==> src/rtl/mem_arbiter_if.sv <==
// ---------------------------------------------------------------------------
// mem_arbiter_if
// Bundles the three buses around the memory arbiter:
//   fetch port  : i_req, i_addr            -> i_gnt, i_rvalid, i_rdata
//   data port   : d_req, d_we, d_wmask,
//                 d_addr, d_wdata          -> d_gnt, d_rvalid, d_rdata
//   RAM port    : mem_en, mem_we, mem_addr,
//                 mem_wdata                <- mem_rdata
//
// Handshake: a requester raises *_req with its address/data stable and keeps
// them stable until it sees *_gnt high in the same cycle; the access is
// accepted on that clock edge. Dropping *_req before a grant withdraws the
// request. Reads return exactly one cycle after the grant as a one-cycle
// *_rvalid pulse; there is no back-pressure on read data.
//
// Modports:
//   slave  : arbiter view (takes requests, drives grants and the RAM port)
//   master : environment view (requesters plus the RAM model)
// ---------------------------------------------------------------------------
interface mem_arbiter_if #(
    parameter int ADDR_W = 8
);
    // fetch port
    logic              i_req;
    logic [ADDR_W-1:0] i_addr;
    logic              i_gnt;
    logic              i_rvalid;
    logic [31:0]       i_rdata;

    // data port
    logic              d_req;
    logic              d_we;
    logic [3:0]        d_wmask;
    logic [ADDR_W-1:0] d_addr;
    logic [31:0]       d_wdata;
    logic              d_gnt;
    logic              d_rvalid;
    logic [31:0]       d_rdata;

    // single-port RAM
    logic              mem_en;
    logic [3:0]        mem_we;
    logic [ADDR_W-1:0] mem_addr;
    logic [31:0]       mem_wdata;
    logic [31:0]       mem_rdata;

    modport slave (
        input  i_req, i_addr,
        output i_gnt, i_rvalid, i_rdata,
        input  d_req, d_we, d_wmask, d_addr, d_wdata,
        output d_gnt, d_rvalid, d_rdata,
        output mem_en, mem_we, mem_addr, mem_wdata,
        input  mem_rdata
    );

    modport master (
        output i_req, i_addr,
        input  i_gnt, i_rvalid, i_rdata,
        output d_req, d_we, d_wmask, d_addr, d_wdata,
        input  d_gnt, d_rvalid, d_rdata,
        input  mem_en, mem_we, mem_addr, mem_wdata,
        output mem_rdata
    );
endinterface

==> src/rtl/mem_arbiter.sv <==
// ---------------------------------------------------------------------------
// mem_arbiter
// Shares one single-port 32-bit RAM between an instruction-fetch port and a
// load/store port. One access per cycle; data normally has priority, but a
// fetch that has lost STARVE_LIMIT consecutive cycles wins the next one.
//
// Ports:
//   CLK        : clock, all state on the rising edge
//   RESET      : asynchronous active-low reset
//   bus        : mem_arbiter_if.slave (fetch, data and RAM buses)
//   starve_cnt : debug view of the fetch starvation counter
// ---------------------------------------------------------------------------
module mem_arbiter #(
    parameter int ADDR_W       = 8,
    parameter int STARVE_LIMIT = 4
) (
    input  logic                              CLK,
    input  logic                              RESET,
    mem_arbiter_if.slave                      bus,
    output logic [$clog2(STARVE_LIMIT+1)-1:0] starve_cnt
);
    localparam int CNT_W = $clog2(STARVE_LIMIT + 1);
    localparam logic [CNT_W-1:0] LIMIT = CNT_W'(STARVE_LIMIT);

    // registered state
    logic [CNT_W-1:0] starve_q;
    logic             rd_valid_q;   // a read was granted last cycle
    logic             rd_tag_q;     // owner of that read: 1 = data, 0 = fetch
    logic [31:0]      i_rdata_q;    // last delivered fetch word
    logic [31:0]      d_rdata_q;    // last delivered load word

    // combinational decisions
    logic             fetch_wins;
    logic             i_gnt_c;
    logic             d_gnt_c;
    logic [CNT_W-1:0] starve_d;

    // -----------------------------------------------------------------------
    // Arbitration. Grants are forced low while RESET is asserted so nothing
    // reaches the RAM during reset.
    // -----------------------------------------------------------------------
    always_comb begin
        fetch_wins = bus.i_req && (!bus.d_req || (starve_q == LIMIT));
        i_gnt_c    = RESET && fetch_wins;
        d_gnt_c    = RESET && bus.d_req && !fetch_wins;
    end

    // -----------------------------------------------------------------------
    // RAM port drive. mem_addr follows the fetch address when idle; it is
    // only meaningful while mem_en is high.
    // -----------------------------------------------------------------------
    always_comb begin
        bus.i_gnt     = i_gnt_c;
        bus.d_gnt     = d_gnt_c;
        bus.mem_en    = i_gnt_c || d_gnt_c;
        bus.mem_we    = 4'b0000;
        bus.mem_wdata = 32'h0;
        bus.mem_addr  = bus.i_addr;
        if (d_gnt_c) begin
            bus.mem_addr = bus.d_addr;
            if (bus.d_we) begin
                // a zero mask still occupies the RAM cycle, it just writes nothing
                bus.mem_we    = bus.d_wmask;
                bus.mem_wdata = bus.d_wdata;
            end
        end
    end

    // -----------------------------------------------------------------------
    // Starvation counter: counts cycles a pending fetch loses to data and
    // saturates at the limit; any fetch grant or idle fetch port clears it.
    // -----------------------------------------------------------------------
    always_comb begin
        starve_d = starve_q;
        if (!bus.i_req || i_gnt_c) begin
            starve_d = '0;
        end else if (d_gnt_c && (starve_q != LIMIT)) begin
            starve_d = starve_q + 1'b1;
        end
    end

    always_ff @(posedge CLK or negedge RESET) begin
        if (!RESET) begin
            starve_q <= '0;
        end else begin
            starve_q <= starve_d;
        end
    end

    assign starve_cnt = starve_q;

    // -----------------------------------------------------------------------
    // Read return tracking. Only loads and fetches set rd_valid; stores do
    // not, so they never produce an rvalid. Reset clears the tag, which
    // cancels any read in flight.
    // -----------------------------------------------------------------------
    always_ff @(posedge CLK or negedge RESET) begin
        if (!RESET) begin
            rd_valid_q <= 1'b0;
            rd_tag_q   <= 1'b0;
        end else begin
            rd_valid_q <= i_gnt_c || (d_gnt_c && !bus.d_we);
            rd_tag_q   <= d_gnt_c;
        end
    end

    always_comb begin
        bus.i_rvalid = rd_valid_q && !rd_tag_q;
        bus.d_rvalid = rd_valid_q && rd_tag_q;
    end

    // -----------------------------------------------------------------------
    // Read data: the RAM word passes straight through during the rvalid
    // cycle and is captured so the port holds it afterwards.
    // -----------------------------------------------------------------------
    always_ff @(posedge CLK or negedge RESET) begin
        if (!RESET) begin
            i_rdata_q <= 32'h0;
            d_rdata_q <= 32'h0;
        end else begin
            if (bus.i_rvalid) begin
                i_rdata_q <= bus.mem_rdata;
            end
            if (bus.d_rvalid) begin
                d_rdata_q <= bus.mem_rdata;
            end
        end
    end

    always_comb begin
        bus.i_rdata = bus.i_rvalid ? bus.mem_rdata : i_rdata_q;
        bus.d_rdata = bus.d_rvalid ? bus.mem_rdata : d_rdata_q;
    end

endmodule

==> src/flat_wrapper.sv <==
// flat-port wrapper written by rule: the top's interface ports become plain ports
module mem_arbiter_flat 
#(
    parameter int ADDR_W       = 8,
    parameter int STARVE_LIMIT = 4
)
  (CLK, RESET, starve_cnt, bus_i_req, bus_i_addr, bus_i_gnt, bus_i_rvalid, bus_i_rdata, bus_d_req, bus_d_we, bus_d_wmask, bus_d_addr, bus_d_wdata, bus_d_gnt, bus_d_rvalid, bus_d_rdata, bus_mem_en, bus_mem_we, bus_mem_addr, bus_mem_wdata, bus_mem_rdata);
  mem_arbiter_if #(.ADDR_W(ADDR_W)) bus_i ();
  input  logic CLK;
  input  logic RESET;
  output logic [$clog2(STARVE_LIMIT+1)-1:0] starve_cnt;
  input wire logic [$bits(bus_i.i_req)-1:0] bus_i_req;
  input wire logic [$bits(bus_i.i_addr)-1:0] bus_i_addr;
  output wire logic [$bits(bus_i.i_gnt)-1:0] bus_i_gnt;
  output wire logic [$bits(bus_i.i_rvalid)-1:0] bus_i_rvalid;
  output wire logic [$bits(bus_i.i_rdata)-1:0] bus_i_rdata;
  input wire logic [$bits(bus_i.d_req)-1:0] bus_d_req;
  input wire logic [$bits(bus_i.d_we)-1:0] bus_d_we;
  input wire logic [$bits(bus_i.d_wmask)-1:0] bus_d_wmask;
  input wire logic [$bits(bus_i.d_addr)-1:0] bus_d_addr;
  input wire logic [$bits(bus_i.d_wdata)-1:0] bus_d_wdata;
  output wire logic [$bits(bus_i.d_gnt)-1:0] bus_d_gnt;
  output wire logic [$bits(bus_i.d_rvalid)-1:0] bus_d_rvalid;
  output wire logic [$bits(bus_i.d_rdata)-1:0] bus_d_rdata;
  output wire logic [$bits(bus_i.mem_en)-1:0] bus_mem_en;
  output wire logic [$bits(bus_i.mem_we)-1:0] bus_mem_we;
  output wire logic [$bits(bus_i.mem_addr)-1:0] bus_mem_addr;
  output wire logic [$bits(bus_i.mem_wdata)-1:0] bus_mem_wdata;
  input wire logic [$bits(bus_i.mem_rdata)-1:0] bus_mem_rdata;
  assign bus_i.i_req = bus_i_req;
  assign bus_i.i_addr = bus_i_addr;
  assign bus_i_gnt = bus_i.i_gnt;
  assign bus_i_rvalid = bus_i.i_rvalid;
  assign bus_i_rdata = bus_i.i_rdata;
  assign bus_i.d_req = bus_d_req;
  assign bus_i.d_we = bus_d_we;
  assign bus_i.d_wmask = bus_d_wmask;
  assign bus_i.d_addr = bus_d_addr;
  assign bus_i.d_wdata = bus_d_wdata;
  assign bus_d_gnt = bus_i.d_gnt;
  assign bus_d_rvalid = bus_i.d_rvalid;
  assign bus_d_rdata = bus_i.d_rdata;
  assign bus_mem_en = bus_i.mem_en;
  assign bus_mem_we = bus_i.mem_we;
  assign bus_mem_addr = bus_i.mem_addr;
  assign bus_mem_wdata = bus_i.mem_wdata;
  assign bus_i.mem_rdata = bus_mem_rdata;
  mem_arbiter #(.ADDR_W(ADDR_W), .STARVE_LIMIT(STARVE_LIMIT)) u_core (.CLK(CLK), .RESET(RESET), .bus(bus_i), .starve_cnt(starve_cnt));
endmodule
==> config.mk <==
export PLATFORM = sky130hd
export DESIGN_NAME = mem_arbiter_flat
export DESIGN_NICKNAME = d
export VERILOG_FILES = /design/src/rtl/mem_arbiter_if.sv /design/src/rtl/mem_arbiter.sv /design/src/flat_wrapper.sv
export SDC_FILE = /design/constraint.sdc
export NUM_CORES = 1
export LEC_CHECK = 0
export ABC_CLOCK_PERIOD_IN_PS = 2500
export CAP_MARGIN = 5
export CORE_MARGIN = 10
export CORE_UTILIZATION = 36
export DETAILED_ROUTE_END_ITERATION = 8
export PLACE_DENSITY = 0.81
export SKIP_LAST_GASP = 1
export SLEW_MARGIN = 10
export SYNTH_ARGS = -nofsm -noshare
export SYNTH_HDL_FRONTEND = slang
export SYNTH_SLANG_ARGS = --single-unit
==> constraint.sdc <==
create_clock -name CLK -period 2.5 [get_ports CLK]
set_input_delay 0.625 -clock CLK [delete_from_list [all_inputs] [get_ports CLK]]
set_output_delay 0.625 -clock CLK [all_outputs]
set_load 0.01 [all_outputs]
==> flow_metrics.py, run 1 <==
metrics = {
    "clocking": {
        "hold_buffers": 0,
        "cts_buffer_depth": 2,
        "clk_pin_slew_ns": 0.08,
        "clock-sinks": 69,
        "h-tree-depth": 3,
        "clkLatencyLatePin_ns": 0.34,
        "cts_tree": "built",
        "root_buffer": "clkbuf_8",
        "cts_buffers": 9,
    },
    "yosys": {
        "synth_compound_area_frac": 0.0288,
        "yosys_warnings": 0,
        "synthesis.nets": 308,
        "synth.distinct_cells": 22,
        "synth-edff-count": 0,
        "muxShareOfSynthArea": 0.267,
        "syn_inst": 217,
        "synth_simple_gate_area_frac": 0.103,
        "yosys.area_share.adder": 0.00823,
        "avgSynthCellArea_um2": 14.0,
        "synth_xor_area_frac": 0,
        "synth_seq_cells": 69,
        "yosysSeqAreaShare": 0.568,
        "synthArstFlopShare": 1.00,
        "synth_top_family_by_area": "multiplexers",
        "syn_area_um2": 3040,
        "synth_ff_type": "dfrtp_1",
    },
    "detailed_routing": {
        "wirelength_um": 11100,
        "first_pass_iters": 4,
        "ant_nets": 0,
        "drt_iter0_markers": 80,
        "vias": 2579,
        "viasPerCell": 4.61,
        "wl_per_cell_um": 19.8,
        "drc_errors": 0,
    },
    "hold_path": {
        "min-delay-path-class": "reg2reg",
        "hold_depth": 1,
        "hold_end": "u_core.d_rdata_q[15]",
        "hold_start": "u_core.d_rdata_q[15]",
    },
    "place": {
        "pre_cts_slack_ns": -0.592,
        "dpl.cell_count": 530,
        "dp_hpwl_um": 8560,
        "port_buffers": 204,
        "finalWeightedCongestion": 0.775,
    },
    "timing": {
        "skew_ns": 0.0154,
        "slew_violations": 0,
        "setup_viol": 24,
        "tightest_slew_ns": 0.915,
        "max_slew_margin": 0.390,
        "period_share": 1.03,
        "timing.final.ws_setup_ns": -0.0856,
        "max_freq_mhz": 387,
        "min_period_ns": 2.59,
        "grt_setup_unrepaired": "true",
        "final-hold-violation-count": 0,
    },
    "worst_setup_path": {
        "r2r_end": "u_core.starve_cnt[2]",
        "crit_fanout": 7,
        "r2r_slack_ns": 1.14,
        "cp_slowest_cell": "clkdlybuf4s50_1",
        "startpoint_type": "flip-flop",
        "path_cells": "nand2_2, buf_4, mux2_2, clkdlybuf4s50_1",
        "arrival_ns": 1.96,
        "ff2ff_path_depth": 5,
        "critical_path.endpoint_type": "primary output",
        "timing_worst_setup_path_type": "reg2out",
        "crit_buf_inv": 2,
        "crit_family": "buffers and inverters",
        "cpPeakStageDelay_ns": 0.50,
        "r2r_start": "u_core.starve_cnt[0]",
        "cp.required_ns": 1.88,
    },
    "die": {
        "pin_count": 205,
        "core-area_um2": 8220,
        "initial_utilization": 0.370,
        "die_h_um": 112,
        "die_width_um": 112,
        "rows": 33,
        "die_area_um2": 12500,
    },
    "grt": {
        "grt.total_usage": 0.167,
        "grt_pass1_wl_um": 16700,
        "grt_pass1_vias": 2967,
        "antenna_found_initial": 0,
        "grt_overflow_total": 0,
        "grt_max_degree": 76,
    },
    "power_and_ir_drop": {
        "ir_worst_vdd_mv": 0.434,
        "p_switching_w": 0.00103,
        "p_leak_nw": 2.67,
        "comb_power_share": 0.352,
        "p_sw_frac": 0.293,
        "clockPowerShare": 0.247,
        "powerDensity_nw_per_um2": 632,
        "pwr-share-seq": 0.402,
        "p_int_w": 0.00249,
    },
    "final_layout": {
        "nets": 541,
        "final_cell_mix": "clkdlybuf4s50_1, mux2_2, dfrtp_1",
        "instances_no_fill": 560,
        "drive_gt1_frac": 0.389,
        "area_delta_synth_final_pct": 82.9,
        "final_common_cell": "clkdlybuf4s50_1",
        "final_util": 0.677,
        "antennaDiodeCount": 0,
    },
    "outcome": {
        "status": "finished with violations",
        "violations": "setup timing",
    },
    "run": {
        "cap_viol_max_count": 0,
    },
}
[worst max path at each step]
stage / startpoint / endpoint / slack, ns / cells past startpoint
6_report: u_core.rd_tag_q / bus_d_rdata[16] / -0.09 / 4
5_1_grt: u_core.rd_tag_q / bus_d_rdata[16] / -0.18 / 4
4_1_cts: u_core.rd_tag_q / bus_d_rdata[31] / -0.14 / 4
3_5_place_dp: bus_d_req / bus_mem_addr[3] / -0.59 / 6
3_3_place_gp: bus_d_req / bus_mem_addr[3] / -0.52 / 6
2_1_floorplan: RESET / bus_mem_addr[0] / 0.34 / 4
[routing by layer]
| layer | vias up | wire (um) | global-route usage |
|---|---|---|---|
| met5 | - | 0 | 0 |
| met2 | 121 | 5730 | 0.292 |
| li1 | 1209 | - | - |
| met1 | 1239 | 4000 | 0.163 |
| met3 | 10 | 1230 | 0.0966 |
| met4 | 0 | 146 | 0.0531 |
[per-stage QoR]
step                hold WS [ns]  cell area, um2  total power, W  TNS [ns]
floorplan                  0.329            3040         0.00191         0
global placement           0.477            5320         0.00271    -20.51
detailed placement         0.482            5320         0.00275    -22.85
CTS                        0.500            5510         0.00357     -5.83
global route               0.508            5560         0.00371     -4.34
finish                     0.496            5560         0.00351     -1.51
[flip-flops by register name, indices dropped and copies added (netlist names)]
| register | cells |
|---|---|
| u_core.starve_cnt | 3 |
| u_core.d_rdata_q | 32 |
| u_core.rd_valid_q | 1 |
| u_core.i_rdata_q | 32 |
| u_core.rd_tag_q | 1 |
[layout make-up]
class                           count  area [um2]
Clock buffer                       10         138
Clock inverter                      6        52.6
Fill cell                         614        2660
Inverter                            3        11.3
Multi-Input combinational cell    133        1270
Sequential cell                    69        1730
Tap cell                          105         131
Timing Repair Buffer              234        2230
[power groups by stage]
stage	Sequential [W]	Combinational, W	Clock [W]
after floorplan	0.00141	0.000504	0
after global placement	0.00142	0.00129	0
after detailed placement	0.00143	0.00131	0
after CTS	0.00141	0.00127	0.000892
after global routing	0.00144	0.00133	0.000938
final	0.00141	0.00124	0.000867
[worst reg2reg max path: stages (launching register included)]
cell     delay (ns)
dfrtp_1        0.39
buf_4          0.13
buf_4          0.13
ha_1           0.20
nor3b_1        0.14
o31a_1         0.24
[kinds of logic (layout without fill, tap and decap cells)]
| group | count (synthesis) | in the layout |
|---|---|---|
| multiplexers | 72 | 72 |
| flip-flops | 69 | 69 |
| AND/OR/NAND/NOR | 51 | 51 |
| buffers and inverters | 15 | 253 |
| AO/OA/AOI/OAI | 8 | 8 |
| adder cells (fa/ha/maj) | 2 | 2 |
[timing repair]
action / in CTS / in global routing
resized for setup: 189 / 55
pin swaps: 1 / 4
buffers inserted: 7 / 3
gates cloned: 3 / 2
setup endpoints to repair: 111 / 77
[cell usage after synthesis, types with 2 or more instances]
library cell / count / area [um2]
ha_1: 2 / 25.0
nor2b_1: 4 / 25.0
dfrtp_1: 69 / 1730
nand2_1: 3 / 11.3
a31oi_4: 2 / 42.5
nor3b_1: 2 / 15.0
buf_4: 2 / 15.0
o21a_1: 2 / 15.0
inv_1: 3 / 11.3
mux2_2: 72 / 811
buf_2: 7 / 35.0
and2_1: 37 / 231
clkbuf_2: 3 / 15.0
No activity file was read; power rests on OpenSTA's default activity.
==> run 2, diff against run 1 <==
Settings changed: CORE_MARGIN 10 to default.
==> flow_metrics.py, run 2 (same netlist as run 1, synthesis figures left out) <==
metrics = {
    "die": {
        "die_area_um2": 8820,
        "die_width_um": 93.9,
        "rows": 33,
        "pin_count": 205,
        "die_h_um": 93.9,
        "initial_utilization": 0.372,
        "core-area_um2": 8180,
    },
    "clocking": {
        "cts_buffer_depth": 2,
        "cts_tree": "built",
        "h-tree-depth": 3,
        "cts_buffers": 9,
        "hold_buffers": 0,
        "clock-sinks": 69,
        "root_buffer": "clkbuf_8",
        "clkLatencyLatePin_ns": 0.33,
        "clk_pin_slew_ns": 0.07,
    },
    "detailed_routing": {
        "drc_errors": 0,
        "first_pass_iters": 4,
        "drt_iter0_markers": 49,
        "wl_per_cell_um": 16.3,
        "vias": 2569,
        "ant_nets": 0,
        "wirelength_um": 9050,
        "viasPerCell": 4.62,
    },
    "outcome": {
        "status": "finished with violations",
        "violations": "setup timing",
    },
    "power_and_ir_drop": {
        "p_switching_w": 0.000942,
        "clockPowerShare": 0.270,
        "pwr-share-seq": 0.387,
        "p_int_w": 0.00270,
        "comb_power_share": 0.343,
        "powerDensity_nw_per_um2": 637,
        "p_sw_frac": 0.259,
        "p_leak_nw": 2.54,
        "ir_worst_vdd_mv": 0.351,
    },
    "timing": {
        "hold-worst-slack_ns": 0.253,
        "tightest_slew_ns": 0.741,
        "max_slew_margin": 0.506,
        "period_share": 1.03,
        "timing.final.ws_setup_ns": -0.0730,
        "grt_setup_unrepaired": "true",
        "setup_viol": 43,
        "skew_ns": 0.0146,
        "max_freq_mhz": 389,
        "tns_ns": -1.66,
        "final-hold-violation-count": 0,
        "min_period_ns": 2.57,
        "slew_violations": 0,
    },
    "final_layout": {
        "nets": 539,
        "instances_no_fill": 556,
        "area_delta_synth_final_pct": 87.8,
        "final_cell_mix": "clkdlybuf4s50_1, dfrtp_1, mux2_2",
        "antennaDiodeCount": 0,
        "final_common_cell": "clkdlybuf4s50_1",
        "drive_gt1_frac": 0.322,
    },
    "hold_path": {
        "min-delay-path-class": "in2async",
    },
    "worst_setup_path": {
        "worstSetupStartpoint": "u_core.rd_tag_q",
        "arrival_ns": 1.95,
        "critical_path.endpoint_type": "primary output",
        "timing_worst_setup_path_type": "reg2out",
        "cp.required_ns": 1.88,
        "crit_fanout": 21,
        "startpoint_type": "flip-flop",
        "r2r_start": "u_core.rd_tag_q",
    },
    "place": {
        "pre_cts_slack_ns": -0.685,
        "dpl.cell_count": 528,
        "port_buffers": 204,
        "finalWeightedCongestion": 0.777,
        "dp_hpwl_um": 6690,
    },
    "grt": {
        "grt_max_degree": 62,
        "grt_pass1_vias": 2723,
        "antenna_found_initial": 0,
        "grt.total_usage": 0.208,
        "grt_overflow_total": 0,
        "grt_pass1_wl_um": 13700,
    },
    "run": {
        "cap_viol_max_count": 0,
    },
}
run 2: cell types whose count changed in the layout (fill, tap and decap cells not counted), sizes merged, moves of 3 or more:
cell,change
buf,-32
clkbuf,-3
clkdlybuf4s15,+28
clkdlybuf4s50,+19
dlymetal6s2s,-14
inv,-4
run 2: critical path, stage by stage, from the launching register on:
cell and delay, ns:
dfrtp_1 0.41, nand2_1 0.15, buf_12 0.19, mux2_2 0.36, clkdlybuf4s50_1 0.51
run 2: per-layer routing:
metal	global-route usage	part of all wire	vias up
met5	0	0	-
met4	0.0718	0.017	0
met3	0.0672	0.074	10
met2	0.381	0.54	118
met1	0.221	0.37	1246
li1	-	-	1195
run 2: worst paths after layout:
check	slack [ns]	end	depth (start not counted)
max in group asynchronous	1.49	u_core.i_rdata_q[19]	2
worst min register to register	0.50	u_core.i_rdata_q[31]	1
min in group CLK	0.50	u_core.i_rdata_q[31]	1
worst max register to register	1.10	u_core.i_rdata_q[28]	5
worst max-delay path	-0.07	bus_d_rdata[6]	4
worst min-delay path	0.25	u_core.i_rdata_q[7]	2
run 2: power groups by stage:
stage | clock network (W) | registers (W) | logic [W]
floorplan | 0 | 0.00141 | 0.000504
finish | 0.000982 | 0.00141 | 0.00125
CTS | 0.00101 | 0.00141 | 0.00127
global placement | 0 | 0.00142 | 0.00125
global route | 0.00106 | 0.00143 | 0.00133
detailed placement | 0 | 0.00143 | 0.00128
run 2: stage by stage:
stage,cell area (um2),utilization,power (W)
2_1_floorplan,3040,-,0.00191
3_3_place_gp,5310,0.649,0.00267
3_5_place_dp,5310,0.649,0.00271
4_1_cts,5700,0.697,0.00369
5_1_grt,5710,0.698,0.00383
6_report,5710,0.698,0.00364
run 2: cell type report:
class / instances / area (um2)
multi-input cells: 133 / 1290
flip-flops and latches: 69 / 1730
clock buffers: 10 / 138
clock inverters: 4 / 73.8
well taps: 105 / 131
repair buffers: 232 / 2340
inverters: 3 / 11.3
fillers: 602 / 2470
run 2: repair_timing:
item	4_1_cts	5_1_grt
hold endpoints to repair	0	0
gates resized for setup	140	27
cloned	3	0
setup endpoints to repair	111	94
buffers inserted	6	7
pin swaps	1	2
==> run 3, diff against run 2 <==
Settings changed: CAP_MARGIN 5 to default.
==> results of run 3 <==
No change in the layout: final DEF, timing and power equal those of run 2.
